[src/rtl/fw_cmd_pkg.sv]
// Shared types and constants for the SW-to-FW command decoder: op codes,
// decoder FSM states, status-word bit positions and the op-strobe helper.
package fw_cmd_pkg;

  localparam int NUM_FW_MAX     = 15;
  localparam int DEC_DROP_BIT   = 15;
  localparam int DEC_BADDEV_BIT = 14;
  localparam int DEC_CNT_W      = 14;

  typedef enum logic [3:0] {
    OP_NOP              = 4'h0,
    OP_W_RESET          = 4'h1,
    OP_W_CFG_STATIC_0   = 4'h2,
    OP_R_CFG_STATIC_0   = 4'h3,
    OP_W_CFG_STATIC_1   = 4'h4,
    OP_R_CFG_STATIC_1   = 4'h5,
    OP_W_CFG_ARRAY_0    = 4'h6,
    OP_R_CFG_ARRAY_0    = 4'h7,
    OP_W_CFG_ARRAY_1    = 4'h8,
    OP_R_CFG_ARRAY_1    = 4'h9,
    OP_W_CFG_ARRAY_2    = 4'hA,
    OP_R_CFG_ARRAY_2    = 4'hB,
    OP_R_DATA_ARRAY_0   = 4'hC,
    OP_R_DATA_ARRAY_1   = 4'hD,
    OP_W_STATUS_CLEAR   = 4'hE,
    OP_W_EXECUTE        = 4'hF
  } op_code_e;

  typedef enum logic [1:0] {
    IDLE    = 2'd0,
    DECODE  = 2'd1,
    STROBE  = 2'd2,
    CAPTURE = 2'd3
  } dec_state_e;

  function automatic logic [15:0] op_onehot(input op_code_e op);
    op_onehot = 16'd1 << op;
  endfunction

endpackage

[src/rtl/fw_readback_mux.sv]
// Registered selection of one IP's read data and read status from the packed
// per-IP buses; the output registers load only when cap_en is high.
module fw_readback_mux
  import fw_cmd_pkg::*;
#(
  parameter int NUM_FW = 15
) (
  input  logic                  clk,
  input  logic                  rst,
  input  logic                  cap_en,
  input  logic [3:0]            sel,
  input  logic [NUM_FW*32-1:0]  data_bus,
  input  logic [NUM_FW*32-1:0]  status_bus,
  output logic [31:0]           data,
  output logic [31:0]           status
);

  logic [31:0] data_sel_s;
  logic [31:0] status_sel_s;
  logic [31:0] data_r;
  logic [31:0] status_r;

  // Pick the 32-bit slice belonging to IP index sel.
  always_comb begin
    data_sel_s   = 32'd0;
    status_sel_s = 32'd0;
    for (int k = 0; k < NUM_FW; k++) begin
      data_sel_s   = (sel == 4'(k)) ? data_bus[k*32 +: 32]   : data_sel_s;
      status_sel_s = (sel == 4'(k)) ? status_bus[k*32 +: 32] : status_sel_s;
    end
  end

  // Capture registers hold their value between captures.
  always_ff @(posedge clk) begin
    if (rst) begin
      data_r   <= 32'd0;
      status_r <= 32'd0;
    end else if (cap_en) begin
      data_r   <= data_sel_s;
      status_r <= status_sel_s;
    end else begin
      data_r   <= data_r;
      status_r <= status_r;
    end
  end

  assign data   = data_r;
  assign status = status_r;

endmodule

[src/rtl/sw_to_fw_cmd_decode.sv]
// SW command front-end: latches a command word, decodes dev id / op code and
// drives device enables, op strobes and readback capture for the fw_ipN blocks.
// Optional build macro SW_CMD_COUNTER_EN adds the accepted-command counter.
module sw_to_fw_cmd_decode
  import fw_cmd_pkg::*;
#(
  parameter int NUM_FW = 15
) (
  input  logic                  fw_clk,
  input  logic                  fw_rst,
  input  logic [31:0]           sw_write32_0,
  input  logic                  sw_write32_0_valid,
  input  logic [NUM_FW*32-1:0]  fw_read_data32_bus,
  input  logic [NUM_FW*32-1:0]  fw_read_status32_bus,
  output logic [NUM_FW-1:0]     fw_dev_id_enable,
  output logic [15:0]           fw_op_code_strobe,
  output logic [23:0]           sw_write24_0,
  output logic [31:0]           sw_read_data32,
  output logic [31:0]           sw_read_status32,
  output logic [15:0]           dec_status,
  output logic                  cmd_busy
);

  dec_state_e            state_r, state_s;
  logic [31:0]           cmd_r;
  logic                  busy_r;
  logic [NUM_FW-1:0]     en_r, en_onehot_s;
  logic [15:0]           strobe_r, strobe_s;
  logic [23:0]           payload_r;
  logic                  drop_r, baddev_r;
  logic [DEC_CNT_W-1:0]  cnt_s;

  op_code_e   op_s;
  logic [3:0] id_s;
  logic       id_ok_s, baddev_s, clear_s, accept_s, drop_s, cap_en_s;

  assign op_s     = op_code_e'(cmd_r[31:28]);
  assign id_s     = cmd_r[27:24];
  assign id_ok_s  = (id_s != 4'd0) && (int'(id_s) <= NUM_FW);
  assign baddev_s = int'(id_s) > NUM_FW;
  assign clear_s  = (state_r == DECODE) && (id_s == 4'd0) && (op_s == OP_W_STATUS_CLEAR);
  assign accept_s = sw_write32_0_valid && (state_r == IDLE);
  assign drop_s   = sw_write32_0_valid && (state_r != IDLE);
  assign cap_en_s = (state_r == CAPTURE) && id_ok_s;

  // FSM state register.
  always_ff @(posedge fw_clk) begin
    if (fw_rst) begin
      state_r <= IDLE;
    end else begin
      state_r <= state_s;
    end
  end

  // Next-state: fixed four-cycle walk once a command is accepted.
  always_comb begin
    state_s = state_r;
    case (state_r)
      IDLE: begin
        if (accept_s) begin
          state_s = DECODE;
        end else begin
          state_s = IDLE;
        end
      end
      DECODE:  state_s = STROBE;
      STROBE:  state_s = CAPTURE;
      CAPTURE: state_s = IDLE;
      default: state_s = IDLE;
    endcase
  end

  // Decode the latched word into enable / strobe patterns.
  always_comb begin
    en_onehot_s = '0;
    for (int k = 0; k < NUM_FW; k++) begin
      en_onehot_s[k] = id_ok_s && (id_s == 4'(k + 1));
    end
    if (id_ok_s && (op_s != OP_NOP)) begin
      strobe_s = op_onehot(op_s);
    end else begin
      strobe_s = 16'd0;
    end
  end

  // Command latch and registered outputs; values computed in DECODE appear in STROBE.
  always_ff @(posedge fw_clk) begin
    if (fw_rst) begin
      cmd_r     <= 32'd0;
      busy_r    <= 1'b0;
      en_r      <= '0;
      strobe_r  <= 16'd0;
      payload_r <= 24'd0;
      drop_r    <= 1'b0;
      baddev_r  <= 1'b0;
    end else begin
      cmd_r    <= accept_s ? sw_write32_0 : cmd_r;
      busy_r   <= (state_s != IDLE);
      // A drop landing on the clear cycle still leaves the drop sticky set.
      drop_r   <= (drop_r && !clear_s) || drop_s;
      baddev_r <= (baddev_r && !clear_s) || ((state_r == DECODE) && baddev_s);
      if (state_r == DECODE) begin
        en_r      <= en_onehot_s;
        strobe_r  <= strobe_s;
        payload_r <= id_ok_s ? cmd_r[23:0] : payload_r;
      end else begin
        en_r      <= en_r;
        strobe_r  <= 16'd0;
        payload_r <= payload_r;
      end
    end
  end

`ifdef SW_CMD_COUNTER_EN
  logic [DEC_CNT_W-1:0] cnt_r;

  // Accepted-command counter, wraps naturally.
  always_ff @(posedge fw_clk) begin
    if (fw_rst) begin
      cnt_r <= '0;
    end else if (accept_s) begin
      cnt_r <= cnt_r + 14'd1;
    end else begin
      cnt_r <= cnt_r;
    end
  end

  assign cnt_s = cnt_r;
`else
  assign cnt_s = 14'd0;
`endif

  fw_readback_mux #(.NUM_FW(NUM_FW)) u_readback_mux (
    .clk        (fw_clk),
    .rst        (fw_rst),
    .cap_en     (cap_en_s),
    .sel        (id_s - 4'd1),
    .data_bus   (fw_read_data32_bus),
    .status_bus (fw_read_status32_bus),
    .data       (sw_read_data32),
    .status     (sw_read_status32)
  );

  assign fw_dev_id_enable  = en_r;
  assign fw_op_code_strobe = strobe_r;
  assign sw_write24_0      = payload_r;
  assign cmd_busy          = busy_r;

  // Status word assembly from the sticky registers and counter.
  always_comb begin
    dec_status                  = 16'd0;
    dec_status[DEC_DROP_BIT]    = drop_r;
    dec_status[DEC_BADDEV_BIT]  = baddev_r;
    dec_status[DEC_CNT_W-1:0]   = cnt_s;
  end

endmodule

[config.mk]
export PLATFORM = sky130hd
export DESIGN_NAME = sw_to_fw_cmd_decode
export DESIGN_NICKNAME = d
export VERILOG_FILES = /design/src/rtl/fw_cmd_pkg.sv /design/src/rtl/fw_readback_mux.sv /design/src/rtl/sw_to_fw_cmd_decode.sv
export SDC_FILE = /design/constraint.sdc
export NUM_CORES = 1
export LEC_CHECK = 0
export CAP_MARGIN = 40
export CORE_AREA = 4 4 436 438
export DETAILED_ROUTE_END_ITERATION = 7
export DIE_AREA = 0 0 440 442
export GPL_TIMING_DRIVEN = 0
export PLACE_DENSITY = 0.32
export REMOVE_ABC_BUFFERS = 1
export SYNTH_ARGS = -nofsm -noshare
export SYNTH_HDL_FRONTEND = slang
export SYNTH_SLANG_ARGS = --single-unit
[constraint.sdc]
create_clock -name fw_clk -period 3.4 [get_ports fw_clk]
set_clock_uncertainty 0.05 [all_clocks]
set_input_delay 0.85 -clock fw_clk [delete_from_list [all_inputs] [get_ports fw_clk]]
set_output_delay 0.85 -clock fw_clk [all_outputs]
set_load 0.005 [all_outputs]
==> impl_metrics.ini <==
[clock_tree]
cts_buffer_depth = 2
cts_num_sinks = 156
clk_transition_reported_paths_ns = 0.09
cts_tree = done
htreeDepth = 4
clk_latency_ns = 0.53
cts_root_buf = clkbuf_16
numCtsBuffers = 17
cts_hold_buffers = 0

[synthesis]
ys_seq_area_frac = 0.211
synth_top_family_by_area = compound AO/OA/AOI/OAI gates
synth_area_per_cell_um2 = 7.39
ys.flop_type = dfxtp_1
ys_seq_elements = 156
synthXorXnorAreaFrac = 0
synth_warnings = 0
synth_compound_area_frac = 0.395
synthMuxAreaShare = 0.119
synthAdderAreaFrac = 0.00423
netlist_instances = 2004
synth_area_um2 = 14800
synthSimpleGateAreaFrac = 0.177
async_flop_share = 0
yosysUniqueCellTypes = 70
synth_edf_count = 0

[floorplanning]
io_pins = 1131
dieArea_um2 = 194000
rows = 159
core_area_um2 = 187000
initial_core_util = 0.0793
die_w_um = 440
die_h_um = 442

[global_routing]
grt_antenna_before_repair = 41
grt.total_usage = 0.176
grt_overflow = 0
grt_max_degree = 80
grt_pass1_vias = 22300
grt_pass1_wl_mm = 228

[drt]
dr.pass1.iters = 5
drt-wirelength-per-cell_um = 32.6
viasPerCell = 3.91
drc = 0
postRouteAntennaNets = 0
drtIter0Drc = 1526
vias = 21600
routed_wl_mm = 180

[power_and_ir_drop]
p_leak_uw = 0.00982
power_density_nw_per_um2 = 291
vdd.ir_drop.worst_uv = 435

[hold_path]
hp-class = reg2reg
hold_depth = 2

[finish]
layout_common_cells = clkdlybuf4s50_1, a21oi_1, nand2_1, o21ai_0, dfxtp_1
fin_area_um2 = 30800
utilization = 0.165
layout_commonest_cell = clkdlybuf4s50_1
drive_above_1_share = 0.104
final_nets = 4019
areaGrowthSynthToFinish_pct = 108

[sta]
worstMarginPinSlew_ns = 0.884
period_share = 0.963
slew_headroom = 0.411
rsz0062_at_grt = false
max_clock_freq_mhz = 305
hold_viol_final = 0
setup_viol = 0
layout_min_cycle_time_ns = 3.28
drv_slew = 0

[worst_setup_path]
path_cells = buf_16 -> buf_16 -> buf_16 -> o41a_4 -> buf_12 -> nand2b_4 -> buf_16 -> a2111oi_1 -> a221o_1
critPathBufInv = 5
rr_worst_depth = 9
max_stage_delay_ns = 0.46
start_kind = register
reg2reg_from = cmd_r[25]
endpoint = u_readback_mux.data[10]
critPathKind = reg2reg
cp.arrival_ns = 3.71
required_ns = 3.84
path_delay_family = buffers and inverters
r2r_end = u_readback_mux.data[10]
cp-end-kind = register
path_depth = 9
slowest_stage = a2111oi_1
critPathLaunch = cmd_r[25]
cp_common_cell = buf_16
rrSetupSlack_ns = 0.12
cp_max_fo = 65

[outcome]
status = finished, final reports clean

[place]
place.gp.congestion = 0.862
dp_hpwl_mm = 145
placed_cell_area_um2 = 29600
portBuffers = 1116

[job]
drv_cap = 0
==> layout make-up <==
type                            count  area [um^2]
Tap cell                         2495         3120
Sequential cell                   156         3140
Antenna cell                       13         32.5
Clock buffer                       19          433
Clock inverter                     13          174
Inverter                           15         56.3
Multi-Input combinational cell   1599        10600
Timing Repair Buffer             1230        13200
Fill cell                       21300       156000
==> power breakdown <==
group | switching [uW] | internal [uW] | leakage [uW]
logic | 2460 | 2190 | 0.00826
clock network | 1220 | 1120 | 0.000297
registers | 72.4 | 1900 | 0.00127
total | 3750 | 5210 | 0.00982
==> cells by family after synthesis <==
| logic type | count (synthesis) |
|---|---|
| compound gates | 870 |
| simple gates | 550 |
| buf+inv | 265 |
| mux | 157 |
| flops | 156 |
| fa+ha+maj | 5 |
| other cells | 1 |
==> per-stage QoR <==
step                total power (uW)  hold WS, ns  worst slack, ns  cells   TNS, ns
floorplan                       3820        0.376           -10.30   1768  -1047.26
global placement                6790        0.386           -34.10   5379  -3085.76
detailed placement              6550        0.388            -1.08   5468    -22.27
CTS                             9120        0.403          0.00842   5519         0
global route                    9410        0.420           0.0149   5531         0
finish                          8960        0.405            0.125   5540         0
==> flip-flops by register name, summed over array words and instances, names as in the netlist <==
register and cells:
cmd_r 32, u_readback_mux.data 32, u_readback_mux.status 32, sw_write24_0 24, fw_op_code_strobe 16, fw_dev_id_enable 15, state_r 2, baddev_r 1
cmd_busy 1, drop_r 1
==> Yosys cell counts (all sizes together) (12+ instances only) <==
cell,instances,share of area
nand2,235,0.060
a21oi,232,0.078
buf,163,0.068
o21ai,160,0.054
dfxtp,156,0.21
nor2,101,0.026
mux2,96,0.073
clkbuf,87,0.022
o22ai,83,0.035
o221ai,67,0.040
mux2i,56,0.038
a211oi,45,0.023
a221o,37,0.025
nand2b,35,0.015
nand3,31,0.010
nor4,27,0.011
a221oi,26,0.016
or3,25,0.011
a22oi,24,0.012
nor3,24,0.0081
o211ai,21,0.011
a211o,20,0.012
a311oi,20,0.012
o22a,20,0.012
nor2b,19,0.0080
a2111oi,17,0.010
and3b,16,0.0095
a21boi,15,0.0076
inv,15,0.0038
a31oi,13,0.0055
nand4,12,0.0051
==> repair_timing <==
action | CTS | global route
gates cloned | 2 | 3
endpoints found under the hold margin | 0 | 0
resized for setup | 15 | 4
setup endpoints to repair | 55 | 16
setup buffers | 17 | 5
pin swaps | 6 | 2
==> metal layers <==
| layer | wire length [um] | global-route usage |
|---|---|---|
| met4 | 3190 | 0.0338 |
| met2 | 92300 | 0.320 |
| met1 | 73300 | 0.214 |
| met3 | 11500 | 0.0362 |
| met5 | 83 | 0 |
==> worst min-delay path by stage <==
stage	end	startpoint
2_1_floorplan	sw_write24_0[0]	cmd_r[0]
3_3_place_gp	u_readback_mux.data[23]	u_readback_mux.data[23]
3_5_place_dp	u_readback_mux.data[28]	u_readback_mux.data[28]
4_1_cts	sw_write24_0[0]	cmd_r[0]
5_1_grt	sw_write24_0[19]	cmd_r[19]
6_report	sw_write24_0[23]	cmd_r[23]
==> tightest hold or removal path: cells and delay by family, from the launching register on <==
family,cells,cell delay [ns]
AO/OA/AOI/OAI,1,0.05
flip-flops,1,0.31
AND/OR/NAND/NOR,1,0.05
Power figures use the tool's default switching activity.
